File: src/rtl/hdb3_dcsch.sv
// rtl/hdb3_dcsch.sv - time-shared HDB3 decode scheduler, round-robin over N channel contexts
// Optional overrun flags enabled by defining HDB3SCH_OVR_EN.

module hdb3_dcsch #(
    parameter int N  = 4,
    parameter int CW = 2
) (
    input  logic          clk,
    input  logic          rst,
    input  logic [N-1:0]  chan_en,
    input  logic [N-1:0]  in_vld,
    input  logic [N-1:0]  in_pos,
    input  logic [N-1:0]  in_neg,
    output logic          out_vld,
    output logic [CW-1:0] out_ch,
    output logic          out_nrz,
    output logic [N-1:0]  ovr,
    input  logic [N-1:0]  ovr_clr
);

    logic [N-1:0]  pend_q, pend_d, p_q, p_d, n_q, n_d, ovr_q, ovr_d;
    logic [N-1:0]  vlt_q, vlt_d, force_q, force_d;
    logic [CW-1:0] ptr_q, ptr_d;
    logic [4:0]    sh_q   [N];
    logic [4:0]    sh_d   [N];
    logic [1:0]    lp1_q  [N];
    logic [1:0]    lp1_d  [N];
    logic [1:0]    lp2_q  [N];
    logic [1:0]    lp2_d  [N];
    logic [1:0]    zcnt_q [N];
    logic [1:0]    zcnt_d [N];
    logic          out_vld_q, out_vld_d, out_nrz_q, out_nrz_d;
    logic [CW-1:0] out_ch_q, out_ch_d;
    logic          gnt_vld;
    logic [CW-1:0] gnt_idx;

    // First pending, enabled channel at or after ptr, wrapping modulo N.
    always_comb begin : arb
        logic [CW:0] cand;
        gnt_vld = 1'b0;
        gnt_idx = '0;
        cand    = '0;
        for (int i = 0; i < N; i++) begin
            cand = {1'b0, ptr_q} + (CW+1)'(i);
            if (cand >= (CW+1)'(N)) cand = cand - (CW+1)'(N);
            if (!gnt_vld && pend_q[cand[CW-1:0]] && chan_en[cand[CW-1:0]]) begin
                gnt_vld = 1'b1;
                gnt_idx = cand[CW-1:0];
            end
        end
    end

    always_comb begin : dec
        logic g_p, g_n, zp;
        pend_d    = pend_q;
        p_d       = p_q;
        n_d       = n_q;
        vlt_d     = vlt_q;
        force_d   = force_q;
        sh_d      = sh_q;
        lp1_d     = lp1_q;
        lp2_d     = lp2_q;
        zcnt_d    = zcnt_q;
        ptr_d     = ptr_q;
        ovr_d     = '0;
        out_vld_d = gnt_vld;
        out_ch_d  = gnt_vld ? gnt_idx : '0;
        out_nrz_d = 1'b0;
        g_p       = p_q[gnt_idx];
        g_n       = n_q[gnt_idx];
        zp        = sh_q[gnt_idx][0] & ~sh_q[gnt_idx][1] & ~sh_q[gnt_idx][2];

        if (gnt_vld) begin
            ptr_d          = (gnt_idx == CW'(N - 1)) ? '0 : gnt_idx + CW'(1);
            out_nrz_d      = sh_q[gnt_idx][4] & force_q[gnt_idx];
            sh_d[gnt_idx]  = {sh_q[gnt_idx][3:0], g_p ^ g_n};
            case ({g_p, g_n})
                2'b10:   lp1_d[gnt_idx] = 2'b10;
                2'b01:   lp1_d[gnt_idx] = 2'b01;
                2'b11:   lp1_d[gnt_idx] = 2'b00;
                default: lp1_d[gnt_idx] = lp1_q[gnt_idx];
            endcase
            lp2_d[gnt_idx] = lp1_q[gnt_idx];
            vlt_d[gnt_idx] = (g_p & lp2_q[gnt_idx][1]) | (g_n & lp2_q[gnt_idx][0]);
            // A zero-preceded violation opens a suppression window over the next four bits.
            if (zp && vlt_q[gnt_idx]) begin
                zcnt_d[gnt_idx]  = 2'd3;
                force_d[gnt_idx] = 1'b0;
            end else if (zcnt_q[gnt_idx] != 2'd0) begin
                zcnt_d[gnt_idx]  = zcnt_q[gnt_idx] - 2'd1;
                force_d[gnt_idx] = 1'b0;
            end else begin
                force_d[gnt_idx] = 1'b1;
            end
        end

        for (int i = 0; i < N; i++) begin
            if (!chan_en[i]) begin
                pend_d[i]  = 1'b0;
                sh_d[i]    = '0;
                lp1_d[i]   = '0;
                lp2_d[i]   = '0;
                vlt_d[i]   = 1'b0;
                zcnt_d[i]  = '0;
                force_d[i] = 1'b1;
            end else if (in_vld[i]) begin
                p_d[i]    = in_pos[i];
                n_d[i]    = in_neg[i];
                pend_d[i] = 1'b1;
            end else if (gnt_vld && gnt_idx == CW'(i)) begin
                pend_d[i] = 1'b0;
            end
`ifdef HDB3SCH_OVR_EN
            ovr_d[i] = (chan_en[i] & in_vld[i] & pend_q[i] & ~(gnt_vld && gnt_idx == CW'(i)))
                     | (ovr_q[i] & ~ovr_clr[i]);
`endif
        end
    end

`ifndef HDB3SCH_OVR_EN
    logic unused_ovr_clr;
    assign unused_ovr_clr = ^ovr_clr;
`endif

    always_ff @(posedge clk) begin
        if (rst) begin
            pend_q    <= '0;
            p_q       <= '0;
            n_q       <= '0;
            vlt_q     <= '0;
            force_q   <= '1;
            ptr_q     <= '0;
            ovr_q     <= '0;
            out_vld_q <= 1'b0;
            out_ch_q  <= '0;
            out_nrz_q <= 1'b0;
            for (int i = 0; i < N; i++) begin
                sh_q[i]   <= '0;
                lp1_q[i]  <= '0;
                lp2_q[i]  <= '0;
                zcnt_q[i] <= '0;
            end
        end else begin
            pend_q    <= pend_d;
            p_q       <= p_d;
            n_q       <= n_d;
            vlt_q     <= vlt_d;
            force_q   <= force_d;
            ptr_q     <= ptr_d;
            ovr_q     <= ovr_d;
            out_vld_q <= out_vld_d;
            out_ch_q  <= out_ch_d;
            out_nrz_q <= out_nrz_d;
            sh_q      <= sh_d;
            lp1_q     <= lp1_d;
            lp2_q     <= lp2_d;
            zcnt_q    <= zcnt_d;
        end
    end

    assign out_vld = out_vld_q;
    assign out_ch  = out_ch_q;
    assign out_nrz = out_nrz_q;
    assign ovr     = ovr_q;

endmodule

File: config.mk
export PLATFORM = sky130hd
export DESIGN_NAME = hdb3_dcsch
export DESIGN_NICKNAME = d
export VERILOG_FILES = /design/src/rtl/hdb3_dcsch.sv
export SDC_FILE = /design/constraint.sdc
export NUM_CORES = 1
export LEC_CHECK = 0
export BUFFER_PORTS_ARGS = -buffer_cell sky130_fd_sc_hd__clkbuf_2
export CELL_PAD_IN_SITES_DETAIL_PLACEMENT = 1
export CELL_PAD_IN_SITES_GLOBAL_PLACEMENT = 2
export CORE_MARGIN = 2
export CORE_UTILIZATION = 35
export CTS_BUF_LIST = sky130_fd_sc_hd__clkbuf_4
export CTS_CLUSTER_DIAMETER = 200
export DETAILED_ROUTE_END_ITERATION = 12
export HOLD_SLACK_MARGIN = 0.1
export PLACE_DENSITY_LB_ADDON = 0.2
export SYNTH_ARGS = -nofsm -noshare
export SYNTH_HDL_FRONTEND = slang
export SYNTH_SLANG_ARGS = --single-unit
File: constraint.sdc
create_clock -name clk -period 2.65 [get_ports clk]
set_clock_uncertainty 0.1 [all_clocks]
set_input_delay 0.1325 -clock clk [delete_from_list [all_inputs] [get_ports clk]]
set_output_delay 0.1325 -clock clk [all_outputs]
set_load 0.01 [all_outputs]
# ---- Word-level counts from Yosys, hierarchy flattened
# Cells that the tools add are included.
dict set report totals {
  output_inout_bits 8
  ff_bits 70
  inputBits 22
  wordCells 201
}
dict set report op_classes {
  n_lt_le_gt_ge 12
  bitwise 27
  reduce_logical 34
  addsub 9
  muxes 73
  n_eq_ne 6
}
# cell count
set ops {}
lappend ops {{2-bit two-way mux} 16}
lappend ops {{1-bit two-way mux} 25}
lappend ops {{1-bit binary-select mux with 2-bit select} 12}
lappend ops {{8-bit bitwise mux} 3}
lappend ops {{8-bit one-hot mux with 3 select lines} 1}
lappend ops {{20-bit bitwise mux} 1}
lappend ops {{8-bit two-way mux} 2}
lappend ops {{2-bit by 3-bit < comparator with 1-bit output (second input constant)} 5}
lappend ops {{5-bit two-way mux} 3}
lappend ops {{1-bit logical AND} 14}
lappend ops {{4-bit bitwise AND} 3}
lappend ops {{2-bit binary-select mux with 2-bit select} 3}
lappend ops {{3-bit greater-or-equal comparator (second input constant)} 4}
lappend ops {{4-bit inverter} 3}
lappend ops {{4-bit bitwise OR} 3}
lappend ops {{2-bit nonzero test} 6}
lappend ops {{5-bit binary-select mux with 2-bit select} 1}
lappend ops {{5-bit demux with 2-bit select} 1}
lappend ops {{2-bit AND reduction} 5}
lappend ops {{2-bit OR reduction} 5}
lappend ops {{2-bit by 1-bit subtractor with 2-bit output (second input constant)} 5}
lappend ops {{8-bit bitwise AND} 1}
lappend ops {{2-bit equality test (second input constant)} 4}
lappend ops {{4-bit two-way mux} 2}
lappend ops {{other kinds (19)} 33}

# ---- Depth between registers and ports, before layout
dict set report logic_depth {
  depth_word 28
  depth_mapped 15
  ltp_nobuf 12
}

# ---- Least setup slack after synthesis
# No wires, ideal clock.
dict set report synth_path {
  path_kind {reg2reg}
  startpoint {register ptr_q[1]}
  endpoint {register zcnt_q[0] (netlist name)}
  t_required_ps 2458
  path_stages_with_launch 15
  synth_period_minus_slack_ps 2879
  arrival_ps 2686
  n_path_buf 3
  path_slack_ps -229
  setup_time_ps 92
  cell_sequence {dfxtp_1 > nand2b_1 > a311oi_2 > a21o_2 > clkinv_2 > buf_12 > buf_6 > nor2_1 > nor2_1 > o21ai_0 > ha_1 > clkbuf_1 > nor2_1 > and4b_1 > o32ai_1}
}
dict set report synth_between {
  elab_chain_len 28
  elab_cells_between_ends 76
  cone_classes {add/sub: 8; order compare: 6; mux: 41; bitwise: 6; reduce/logical: 15}
}
# element line_no
set synth_rtl {}
lappend synth_rtl {{start, declared} 23} ;# logic [CW-1:0] ptr_q, ptr_d;
lappend synth_rtl {{start signal, assigned} 149} ;# ptr_q <= ptr_d;
lappend synth_rtl {{branches (longest 28 deep; another with 2-bit by 1-bit adder with 3-bit output)} -}
lappend synth_rtl {{end signal, assigned} 157} ;# zcnt_q <= zcnt_d;
lappend synth_rtl {{end, declared} 30} ;# logic [1:0] zcnt_q [N];
# Several ways; the timed one is not identified. The select of a mux whose other input is x is not followed.
# A chain may end at the register's enable or synchronous reset.

# ---- Worst setup path in the final report
dict set report layout_path {
  startpoint {input port chan_en[3]}
  endpoint {register lp1_q[6] (netlist name)}
}
dict set report layout_between {
  elab_chain_len 24
  elab_cells_between_ends 49
  cone_classes {order compare: 2; eq/ne: 3; mux: 27; bitwise: 6; reduce/logical: 11}
}
# element line_no
set layout_rtl {}
lappend layout_rtl {{start, declared} 10} ;# input logic [N-1:0] chan_en,
lappend layout_rtl {{1-bit binary-select mux with 2-bit select} 46} ;# if (!gnt_vld && pend_q[cand[CW-1:0]] && chan_en[cand[CW-1:0]]) begin
lappend layout_rtl {{1-bit two-way mux (implied by the code)} 46}
lappend layout_rtl {{1-bit logical AND} 46}
lappend layout_rtl {{1-bit two-way mux} 46}
lappend layout_rtl {{1-bit zero test} 46}
lappend layout_rtl {{1-bit logical AND (2 in a row)} 46}
lappend layout_rtl {{1-bit two-way mux} 46}
lappend layout_rtl {{1-bit zero test} 46}
lappend layout_rtl {{(+7 left out)} -}
lappend layout_rtl {{2-bit inverter with 3-bit output (implied by the code)} -}
lappend layout_rtl {{3-bit greater-or-equal comparator (implied by the code) / 3-bit by 1-bit < comparator with 1-bit output (equally long branches)} -}
lappend layout_rtl {{1-bit logical AND (implied by the code)} -}
lappend layout_rtl {{2-bit two-way mux (implied by the code)} -}
lappend layout_rtl {{2-bit demux with 2-bit select} -}
lappend layout_rtl {{8-bit inverter (no line) / 4-bit inverter (equally long branches)} -}
lappend layout_rtl {{8-bit bitwise AND (no line) / 4-bit bitwise AND (equally long branches)} -}
lappend layout_rtl {{8-bit one-hot mux with 3 select lines} 77} ;# case ({g_p, g_n})
lappend layout_rtl {{end signal, assigned} 155} ;# lp1_q <= lp1_d;
lappend layout_rtl {{end, declared} 26} ;# logic [1:0] lp1_q [N];
# Several ways; a longest one is shown, not always the timed one. The select of a mux whose other input is x is not followed.

==> flow_metrics.tcl <==
set metrics [dict create \
    critPathLaunchType "input pin" \
    tightest_slew_ps 607 \
    die_h_um 105 \
    rsz0062_at_grt "yes" \
    placeableCoreArea_um2 9820 \
    hold_viol 0 \
    synthFlopType "dfxtp_1" \
    pwr_density_cell_nw_per_um2 481 \
    dr.pass1.iters 4 \
    synth_cell_types 45 \
    numCtsBuffers 9 \
    detailed_place.area_um2 4060 \
    slew_viol_final 0 \
    die_w_um 105 \
    postRouteAntennaNets 0 \
    fmax_ghz 0.386 \
    clkTransAtPathRegs_ps 130 \
    fin_tns_setup_ps 0 \
    area.growth.synth_to_final_pct 29.3 \
    synth_top_cells_by_count "dfxtp_1 (70), nand3_1 (49), nand2_1 (40), a21oi_1 (31), o221ai_1 (24)" \
    fin_crit_ps 2590 \
    setup_ws_ps 56.1 \
    vias 3545 \
    insertion_delay_ps 440 \
    grt_pass1_wl_mm 20.3 \
    clock_sinks 70 \
    max_cap_viol_count 0 \
    ys_ff_latch 70 \
    die_area_um2 11000 \
    cp.required_ps 2870 \
    relSlewSlack_pct 59.6 \
    cts_buffer_depth 2 \
    h-tree-depth 3 \
    ios 30 \
    io_buffers 21 \
    critPathKind "input pin to flip-flop" \
    vias_per_cell 5.67 \
    design_area_um2 4590 \
    drcViolationCount 0 \
    syn_avg_cell_area_um2 8.88 \
    drt_iter0_markers 192 \
    ir_drop_uv 233 \
    reg2reg_setup_slack_ps 80 \
    grt_max_degree 23 \
    endpoint_kind "flip-flop" \
    root_buffer "clkbuf_4" \
    synth_edf_count 0 \
    grt_pass1_vias 3709 \
    grt_overflow_total 0 \
    synth_top_cell_by_area "dfxtp_1" \
    wl_per_cell_um 20.6 \
    cellLeakagePower_nw 1.79 \
    rows 36 \
    syn_area_um2 3550 \
    final_nets 518 \
    synth_most_common_cell "dfxtp_1" \
    post-dp-hpwl_mm 9.00 \
    synth_area_leaders "dfxtp_1 (39%), nand3_1 (6.9%), mux2i_1 (6.2%), o221ai_1 (5.9%), a21oi_1 (4.4%)" \
    synth_async_sr_flop_share_pct 0 \
    dp_slack_ps -7.17 \
    antenna_found_initial 0 \
    seq_area_frac_synth_pct 39.4 \
    start_util_pct 36.2 \
    cts_tree "done" \
    yosysWarnings 0 \
    finalSetupViolations 0 \
    track_usage_pct 24.2 \
    critPathArrivalTime_ps 2810 \
    drive_gt1_share_pct 24.2 \
    synth_cells 400 \
    period_share_pct 97.9 \
    synth_top_area_share_pct 39.4 \
    path_max_fanout 8 \
    globalplace.congestion 0.840 \
    outcome "complete, no violations" \
    antennaDiodeCount 0 \
    hold_class "input pin to flip-flop" \
    postLayoutCoreUtil_pct 46.8 \
    routed_wl_mm 12.9 \
]
==> where the power goes <==
| part | total (mW) | switching, mW | internal [mW] |
|---|---|---|---|
| clock network | 0.723 | 0.432 | 0.291 |
| registers | 1.09 | 0.0149 | 1.07 |
| logic | 0.401 | 0.228 | 0.173 |
==> worst max-delay path, cell delays in order <==
cell           delay, ps
dlygate4sd3_1        540
clkbuf_4             180
and2_1               170
nand2b_1             150
a21o_4               250
buf_4                140
mux2i_1              120
mux2i_1              220
buf_4                180
inv_1                 50
ha_2                 170
nand2b_4             160
nor2_4               150
o21a_1               160
a211oi_2              40
==> sequential cells by signal, summed over array words and instances, names as in the netlist, named ones only <==
register / cells
sh_q: 20
lp1_q: 8
lp2_q: 8
zcnt_q: 8
n_q: 4
p_q: 4
pend_q: 4
vlt_q: 4
out_ch: 2
ptr_q: 2
out_nrz: 1
out_vld: 1
==> cells by family after synthesis <==
kind of cell	share of synthesized area (%)
AO/OA/AOI/OAI	23.9
multiplexers	8.20
adder cells (fa/ha/maj)	3.17
buffers and inverters	4.72
AND/OR/NAND/NOR	20.5
flip-flops	39.4
other	0.106
==> final timing paths <==
path,to,cells after the start,from
max,lp1_q[6]$_SDFFE_PP0P_,15,chan_en[3]
min,sh_q[5]$_SDFFE_PP0P_,4,chan_en[2]
max reg2reg,zcnt_q[6]$_SDFFE_PP0P_,12,pend_q[2]$_SDFFE_PP0P_
min reg2reg,sh_q[15]$_SDFFE_PP0P_,2,sh_q[15]$_SDFFE_PP0P_
==> metal layers <==
| metal | share of wire, % | track usage (%) | vias to the layer above |
|---|---|---|---|
| met2 | 49 | 40.3 | 92 |
| met3 | 4.3 | 4.43 | 20 |
| met1 | 45 | 31.7 | 1762 |
| met4 | 2.0 | 7.62 | 0 |
| li1 | - | - | 1671 |
| met5 | 0 | 0 | - |
==> metrics by stage <==
stage / hold slack, ps / std cells / total power [mW]
2_1_floorplan: 150 / 403 / 1.31
3_3_place_gp: 274 / 575 / 1.45
3_5_place_dp: 281 / 575 / 1.45
4_1_cts: 132 / 623 / 2.21
5_1_grt: 146 / 625 / 2.32
6_report: 169 / 625 / 2.21
==> placed cells by master, fill, tap and decap left out, drive strengths merged, types with 2 or more instances in the layout <==
master,instances
dfxtp,70
buf,49
nand3,49
nand2,40
a21oi,31
dlygate4sd3,31
clkbuf,29
mux2i,25
o221ai,24
o21ai,21
nor2,17
a211oi,9
ha,9
o21a,8
nand2b,8
and3,7
a22oi,6
and2,6
inv,6
nor4bb,4
nor2b,4
and4b,4
conb,4
o32ai,4
a31o,4
a311oi,3
clkinv,3
a22o,2
nor3,2
mux2,2
==> layout make-up <==
| cell class | count | area [um^2] |
|---|---|---|
| clock buffers | 9 | 67.6 |
| clock inverters | 7 | 72.6 |
| fillers | 1187 | 5230 |
| inverters | 4 | 17.5 |
| multi-input cells | 301 | 2070 |
| flip-flops and latches | 70 | 1410 |
| well taps | 133 | 166 |
| repair buffers | 101 | 797 |
==> timing repair <==
action	4_1_cts	5_1_grt
setup buffers	0	3
pin swaps	0	2
gates resized for setup	1	18
hold buffers	32	0
endpoints found under the setup margin	4	30
hold endpoints to repair	20	0
Power figures use the tool's default switching activity.
